--- src/rtl/bin2bcd_pkg.sv ---
// Shared types and constants for the sequential binary-to-BCD converter.
package bin2bcd_pkg;

    typedef enum logic [1:0] {IDLE, SHIFT, DONE} state_t;

    localparam logic [3:0] BLANK_CODE = 4'hF;

    // Packed-BCD image of a constant, up to 8 digits; callers slice what they need.
    function automatic logic [31:0] to_bcd_const(input int unsigned val);
        logic [31:0] r;
        int unsigned v;
        r = '0;
        v = val;
        for (int i = 0; i < 8; i++) begin
            r[4*i +: 4] = 4'(v % 10);
            v = v / 10;
        end
        return r;
    endfunction

endpackage

--- src/rtl/bin2bcd_seq_adj3.sv ---
// One double-dabble nibble correction: add 3 when the digit is 5 or more.
module bcd_adj3 (
    input  logic [3:0] nibble,
    output logic [3:0] adjusted
);

    assign adjusted = (nibble >= 4'd5) ? nibble + 4'd3 : nibble;

endmodule

--- src/rtl/bin2bcd_seq.sv ---
// Sequential double-dabble binary-to-BCD converter, one input bit per clock.
// Optional leading-zero blanking is enabled by defining BIN2BCD_LZ_BLANK_EN.
module bin2bcd_seq
    import bin2bcd_pkg::*;
#(
    parameter int unsigned BIN_W   = 14,
    parameter int unsigned DIGITS  = 4,
    parameter int unsigned MAX_VAL = 9999
) (
    input  logic                  clk,
    input  logic                  rst_n,
    input  logic                  start,
    input  logic [BIN_W-1:0]      bin_in,
    output logic                  busy,
    output logic                  done,
    output logic [4*DIGITS-1:0]   bcd_out,
    output logic                  ovf
);

    localparam int unsigned        CNT_W   = $clog2(BIN_W + 1);
    localparam int unsigned        BCD_W   = 4 * DIGITS;
    localparam logic [31:0]        SAT_ALL = to_bcd_const(MAX_VAL);
    localparam logic [BCD_W-1:0]   SAT_BCD = SAT_ALL[BCD_W-1:0];

    state_t             state_q, state_d;
    logic [BIN_W-1:0]   bin_q, bin_d;
    logic [BCD_W-1:0]   scr_q, scr_d;
    logic [CNT_W-1:0]   cnt_q, cnt_d;
    logic               ovf_next_q, ovf_next_d;
    logic [BCD_W-1:0]   bcd_q, bcd_d;
    logic               ovf_q, ovf_d;
    logic               done_q, done_d;
    logic               busy_q;

    logic [BCD_W-1:0]   scr_adj;
    logic [BCD_W-1:0]   scr_shift;
    logic [BIN_W-1:0]   bin_shift;
    logic [BCD_W-1:0]   load_val;

    for (genvar g = 0; g < DIGITS; g++) begin : g_adj
        bcd_adj3 u_adj (
            .nibble   (scr_q[4*g +: 4]),
            .adjusted (scr_adj[4*g +: 4])
        );
    end

    // Bits leaving the top of the scratch register are dropped; saturation covers them.
    assign scr_shift = {scr_adj[BCD_W-2:0], bin_q[BIN_W-1]};
    assign bin_shift = {bin_q[BIN_W-2:0], 1'b0};

    always_comb begin
        load_val = ovf_next_q ? SAT_BCD : scr_shift;
`ifdef BIN2BCD_LZ_BLANK_EN
        begin : blank_lz
            logic lead;
            lead = 1'b1;
            for (int i = DIGITS - 1; i > 0; i--) begin
                if (lead && load_val[4*i +: 4] == 4'd0) begin
                    load_val[4*i +: 4] = BLANK_CODE;
                end else begin
                    lead = 1'b0;
                end
            end
        end
`endif
    end

    always_comb begin
        state_d    = state_q;
        bin_d      = bin_q;
        scr_d      = scr_q;
        cnt_d      = cnt_q;
        ovf_next_d = ovf_next_q;
        bcd_d      = bcd_q;
        ovf_d      = ovf_q;
        done_d     = 1'b0;
        unique case (state_q)
            IDLE: begin
                if (start) begin
                    bin_d      = bin_in;
                    scr_d      = '0;
                    cnt_d      = CNT_W'(BIN_W);
                    ovf_next_d = 32'(bin_in) > MAX_VAL;
                    state_d    = SHIFT;
                end
            end
            SHIFT: begin
                scr_d = scr_shift;
                bin_d = bin_shift;
                cnt_d = cnt_q - CNT_W'(1);
                if (cnt_q == CNT_W'(1)) begin
                    bcd_d   = load_val;
                    ovf_d   = ovf_next_q;
                    done_d  = 1'b1;
                    state_d = DONE;
                end
            end
            DONE:    state_d = IDLE;
            default: state_d = IDLE;
        endcase
    end

    always_ff @(posedge clk or negedge rst_n) begin
        if (!rst_n) begin
            state_q    <= IDLE;
            bin_q      <= '0;
            scr_q      <= '0;
            cnt_q      <= '0;
            ovf_next_q <= 1'b0;
            bcd_q      <= '0;
            ovf_q      <= 1'b0;
            done_q     <= 1'b0;
            busy_q     <= 1'b0;
        end else begin
            state_q    <= state_d;
            bin_q      <= bin_d;
            scr_q      <= scr_d;
            cnt_q      <= cnt_d;
            ovf_next_q <= ovf_next_d;
            bcd_q      <= bcd_d;
            ovf_q      <= ovf_d;
            done_q     <= done_d;
            busy_q     <= (state_d != IDLE);
        end
    end

    assign busy    = busy_q;
    assign done    = done_q;
    assign bcd_out = bcd_q;
    assign ovf     = ovf_q;

endmodule

--- config.mk ---
export PLATFORM = sky130hd
export DESIGN_NAME = bin2bcd_seq
export DESIGN_NICKNAME = d
export VERILOG_FILES = /design/src/rtl/bin2bcd_pkg.sv /design/src/rtl/bin2bcd_seq_adj3.sv /design/src/rtl/bin2bcd_seq.sv
export SDC_FILE = /design/constraint.sdc
export NUM_CORES = 1
export LEC_CHECK = 0
export CORE_ASPECT_RATIO = 1.75
export CORE_MARGIN = 5
export CORE_UTILIZATION = 54
export CTS_CLUSTER_SIZE = 8
export DETAILED_ROUTE_END_ITERATION = 12
export PLACE_DENSITY_LB_ADDON = 0.05
export SYNTH_ARGS = -nofsm -noshare
export SYNTH_HDL_FRONTEND = slang
export SYNTH_SLANG_ARGS = --single-unit
--- constraint.sdc ---
create_clock -name clk -period 1.9 [get_ports clk]
set_input_delay 0.38 -clock clk [delete_from_list [all_inputs] [get_ports clk]]
set_output_delay 0.38 -clock clk [all_outputs]
set_load 0.05 [all_outputs]
* Word level (Yosys, flattened, before mapping)
Index checks and enable logic that the tools add are counted.
** Storage, ports and cells
- Register bits after elaboration :: 56
- Input bits :: 17
- Output and inout port bits :: 19
** Operators by class
- Add/subtract/negate cells :: 5
- Magnitude comparators :: 5
- Equal/unequal tests :: 3
- Muxes and demuxes :: 16
- Reduce and logical (&&, ||, !) cells :: 6
** Operators with widths (count)
- 2-to-1 mux 16 bit :: 2
- one-hot mux 16 bit (2 select lines) :: 1
- one-hot mux 14 bit (2 select lines) :: 1
- greater-or-equal comparator 4 x 3 -> 1 bit (second input constant) :: 4
- 2-to-1 mux 4 bit :: 4
- greater-than comparator 14 bit (second input constant) :: 1
- 2-to-1 mux 14 bit :: 1
- adder 4 x 2 -> 4 bit (second input constant) :: 3
- one-hot mux 4 bit (2 select lines) :: 1
- AND reduction 2 bit :: 3
- == test 4 x 1 -> 1 bit (second input constant) :: 1
- 2-to-1 mux 2 bit :: 2
- one-hot mux 2 bit (2 select lines) :: 1
- nonzero test 2 bit :: 2
- subtractor 4 x 1 -> 4 bit (second input constant) :: 1
- adder 3 x 2 -> 3 bit (second input constant) :: 1
- 2-to-1 mux 3 bit :: 1
- == test 2 x 1 -> 1 bit (second input constant) :: 1
- logical NOT 2 bit :: 1
- 2-to-1 mux 1 bit :: 2
- != test 2 bit (second input constant) :: 1

* Logic depth before layout (Yosys ltp)
- Word-level depth :: 4
- Depth in mapped cells :: 8
- Gate-level depth less buffers :: 7

* Cells and area by module
Synthesis repeated with hierarchy kept, for this count alone.
** Second synthesis, totals
- Cells, all modules :: 293
- Area, all modules :: 2781.4 µm²
** Modules (own cells, without submodules)
- bin2bcd_seq :: times used 1, cells an instance 229, area an instance 2376.0 µm², sequential area each 1401.3 µm²
- bcd_adj3 :: times used 4, cells an instance 16, area an instance 101.3 µm², sequential area each 0.0 µm²

* Least setup slack after synthesis
No wires, ideal clock.
- Kind :: register to register
- Start point :: reg scr_q[4]
- End point :: reg bcd_q[6], in the netlist bcd_out[6]
- Setup time :: 0.067 ns
- Arrival :: 1.356 ns
- Slack :: 0.477 ns
- Cell stages (with the launch flop) :: 7
- Buffers on the path :: 0
- Period minus slack after synthesis :: 1.423 ns
- Cell sequence :: dfrtp_1 inv_1 ha_1 nand2b_1 a21oi_1 mux2i_1 a22o_1
** On the way
- Word-level cells in the longest chain between the ends :: 3
- Elaborated cells between the ends (all ways) :: 4
- Those cells by class :: add/sub (1); order compare (1); mux (2)
** Ends and longest elaborated chain
- from (decl) :: line bin2bcd_seq.sv:27 : logic [BCD_W-1:0] scr_q, scr_d;
- from (signal assigned) :: line bin2bcd_seq.sv:117 : scr_q <= scr_d;
- adder 4 x 2 -> 4 bit / greater-or-equal comparator 4 x 3 -> 1 bit (equally long branches) :: line bin2bcd_seq_adj3.sv:7 : assign adjusted = (nibble >= 4'd5) ? nibble + 4'd3 : nibble;
- 2-to-1 mux 4 bit * :: line bin2bcd_seq_adj3.sv:7
- 2-to-1 mux 16 bit * :: line bin2bcd_seq.sv:52 : load_val = ovf_next_q ? SAT_BCD : scr_shift;
- to (signal assigned) :: line bin2bcd_seq.sv:110 : bcd_q <= '0;
- to (signal assigned) :: line bin2bcd_seq.sv:120 : bcd_q <= bcd_d;
- to (decl) :: line bin2bcd_seq.sv:30 : logic [BCD_W-1:0] bcd_q, bcd_d;
Every way passes the cells marked *; elsewhere a longest branch is shown, timed or not.
A chain may end at the register's enable or synchronous reset.

* Worst setup path after layout
- Start point :: reg ovf_q, in the netlist ovf
- End point :: out ovf
** RTL lines
- from (decl) :: line bin2bcd_seq.sv:31 : logic ovf_q, ovf_d;
- from (signal assigned) :: line bin2bcd_seq.sv:121 : ovf_q <= ovf_d;
- to (decl) :: line bin2bcd_seq.sv:17 : output logic ovf
No word-level cell between the ends.

==> results.sh <==
export IMPL_crit_buf_inv=1
export IMPL_p_seq_frac=0.352
export IMPL_nNetsFinal=307
export IMPL_avgSynthCellArea_um2=10.97
export IMPL_cp_top_family="buffers and inverters"
export IMPL_synth_area_leaders="dfrtp_1, a22o_1, ha_1"
export IMPL_finalHoldViolations=0
export IMPL_rows=34
export IMPL_worst_path_stages=1
export IMPL_drtIter0Drc=89
export IMPL_finClkSkew_ns=0.005999
export IMPL_final_cell_mix="dfrtp_1, clkdlybuf4s50_1, a21oi_1, o21ai_0, a22o_1"
export IMPL_drive_gt1_frac=0.1174
export IMPL_yosys_warnings=0
export IMPL_ios=36
export IMPL_internal_power_w=0.003444
export IMPL_cts_tree="yes"
export IMPL_synth_cell_types=36
export IMPL_clock_latency_ns=0.30
export IMPL_dpl_hpwl_um=3974
export IMPL_dp_cells=327
export IMPL_power_share_clock=0.140
export IMPL_drt_first_pass_iters=4
export IMPL_setup_viol=0
export IMPL_reg2reg_depth=6
export IMPL_status="finished clean"
export IMPL_instances_no_fill=335
export IMPL_dieWidth_um=63.11
export IMPL_synth_largest_area_cell="dfrtp_1"
export IMPL_rrSetupSlack_ns=0.20
export IMPL_final_max_slew_viol_count=0
export IMPL_hp_class="input port to async pin"
export IMPL_design_area_um2=3173
export IMPL_holdWs_ns=0.05174
export IMPL_critPathMaxFanout=2
export IMPL_cp_data_required_time_ns=1.52
export IMPL_cp_cell_sequence="clkdlybuf4s50_1"
export IMPL_finalCritPeriodShare=0.9716
export IMPL_maxCapViolCount=0
export IMPL_p_comb_frac=0.508
export IMPL_worst_pin_slew_ns=0.5080
export IMPL_worstSetupPathType="flop to primary output"
export IMPL_postPlaceCellArea_um2=3039
export IMPL_antenna_found_initial=0
export IMPL_cp_startpoint="ovf"
export IMPL_yosysSeqAreaShare=0.5258
export IMPL_numCtsBuffers=5
export IMPL_regToRegStartpoint="scr_q[4]"
export IMPL_layout_setup_ws_ns=0.05389
export IMPL_p_sw_frac=0.4318
export IMPL_die_h_um=102.9
export IMPL_endpoint="ovf"
export IMPL_port_buffers=35
export IMPL_syn2layout_area_growth_pct=19.06
export IMPL_coreArea_um2=4892
export IMPL_p_switching_w=0.002617
export IMPL_leakagePower_nw=1.498
export IMPL_syn_cell_area_um2=2665
export IMPL_dieArea_um2=6496
export IMPL_grtUsageTotal=0.1797
export IMPL_max_stage_delay_ns=0.80
export IMPL_path_clk_slew_ns=0.10
export IMPL_ir_drop_mv=1.137
export IMPL_place_congestion=0.8124
export IMPL_grt_first_pass_wirelength_um=9246
export IMPL_clock_path_buffers=2
export IMPL_ys_seq_elements=56
export IMPL_start_kind="flop"
export IMPL_drcViolationCount=0
export IMPL_grt_pass1_vias=1948
export IMPL_slew_headroom=0.6608
export IMPL_cts_sinks=56
export IMPL_r2r_end="scr_q[6]"
export IMPL_dp_slack_ns=0.03831
export IMPL_rsz0062_at_grt="no"
export IMPL_setup_tns_final_ns=0
export IMPL_cts_setup_buffers=0
export IMPL_vias=1966
export IMPL_fin_crit_ns=1.846
export IMPL_initial_core_util=0.5448
export IMPL_antenna_cells=0
export IMPL_end_kind="primary output"
export IMPL_grt_ovfl_total=0
export IMPL_max_freq_mhz=541.7
export IMPL_wirelength_um=5466
export IMPL_cts_max_level=2
export IMPL_synth_fp_nets=270
export IMPL_grt_max_degree=57
export IMPL_root_buffer="clkbuf_8"
export IMPL_crit_arrival_ns=1.47
export IMPL_powerDensity_nw_per_um2=1910
export IMPL_filler_cell_count=390
export IMPL_via_per_inst=5.869
export IMPL_wire_per_inst_um=16.32
export IMPL_drtAntennaViolNets=0
export IMPL_cp_slowest_cell="clkdlybuf4s50_1"
export IMPL_mostFrequentLayoutCell="dfrtp_1"
export IMPL_yosysTopAreaCellShare=0.5258
export IMPL_netlist_instances=243
-- per-layer routing --
| layer | GRT usage | wire [µm] |
|---|---|---|
| met2 | 0.3115 | 2867 |
| met5 | 0 | 0 |
| met3 | 0.02944 | 204 |
| met4 | 0.08333 | 167 |
| met1 | 0.2175 | 2227 |
-- metrics by stage --
stage	utilization	power [W]
5_1_grt	0.6486	0.006552
3_5_place_dp	0.6212	0.005268
4_1_cts	0.6471	0.006124
3_3_place_gp	0.6212	0.005199
2_1_floorplan	-	0.004445
6_report	0.6486	0.006061
-- cells by family after synthesis --
family | share of synthesized area
xor gates and xnor gates | 0.01314
buffers and inverters | 0.05680
and+or+nand+nor | 0.1094
AOI/OAI and AO/OA | 0.2028
muxes | 0.04507
DFF | 0.5258
adders and majority gates | 0.04695
-- power by group through the flow --
stage                     registers, W  clock network (W)  logic [W]
after floorplan                0.00266                  0    0.00178
after CTS                      0.00214           0.000862    0.00312
after detailed placement       0.00217                  0    0.00310
after global placement         0.00215                  0    0.00305
after global routing           0.00223           0.000926    0.00339
final                          0.00213           0.000846    0.00308
-- how the worst min path moves through the flow --
stage,end,cells past startpoint
after floorplan,bcd_out[0],0
after global placement,busy,2
after detailed placement,scr_q[3],2
after CTS,bcd_out[1],2
after global routing,scr_q[3],2
final,scr_q[3],2
-- cells in the mapped netlist --
library cell and instances:
nor3b_2 1, nand2_4 1, inv_6 1, a21oi_1 21, or2_1 1, inv_2 1
inv_1 12, nor2b_2 1, o311ai_0 1, a211oi_1 1, a31oi_1 5, nor3_1 1
nand3_1 1, a22o_1 17, nor4_1 1, nor2b_1 6, o31ai_1 4, clkbuf_1 1
nand2_1 13, xnor2_1 4, ha_1 10, nor2_1 9, buf_6 4, a32o_1 4
and2b_1 1, mux2i_1 12, o22ai_1 3, buf_2 6, dfrtp_1 56, nor3b_1 7
a22oi_1 6, o21ai_0 21, nand2b_1 6, buf_4 2, nor2_2 1, nor4_2 1
-- what timing repair did --
action | 4_1_cts | 5_1_grt
endpoints found under the setup margin | 0 | 3
hold buffers | 0 | 0
resized for setup | 0 | 3
endpoints found under the hold margin | 0 | 0
-- layout make-up --
| class | count | area [µm²] | share of cell area |
|---|---|---|---|
| Clock buffer | 7 | 96.34 | 0.03036 |
| Clock inverter | 1 | 30.03 | 0.009464 |
| Inverter | 14 | 57.56 | 0.01814 |
| Multi-Input combinational cell | 160 | 1115 | 0.3513 |
| Tap cell | 54 | 67.56 | 0.02129 |
| Sequential cell | 56 | 1401 | 0.4416 |
| Timing Repair Buffer | 43 | 405.4 | 0.1278 |
-- state kept, by name, indices dropped and copies added, names as in the netlist --
register    count
busy            1
cnt_q           4
bin_q          14
state_q         2
ovf             1
ovf_next_q      1
scr_q          16
bcd_out        16
done            1
Note: power is estimated with default switching activity, not from simulation.
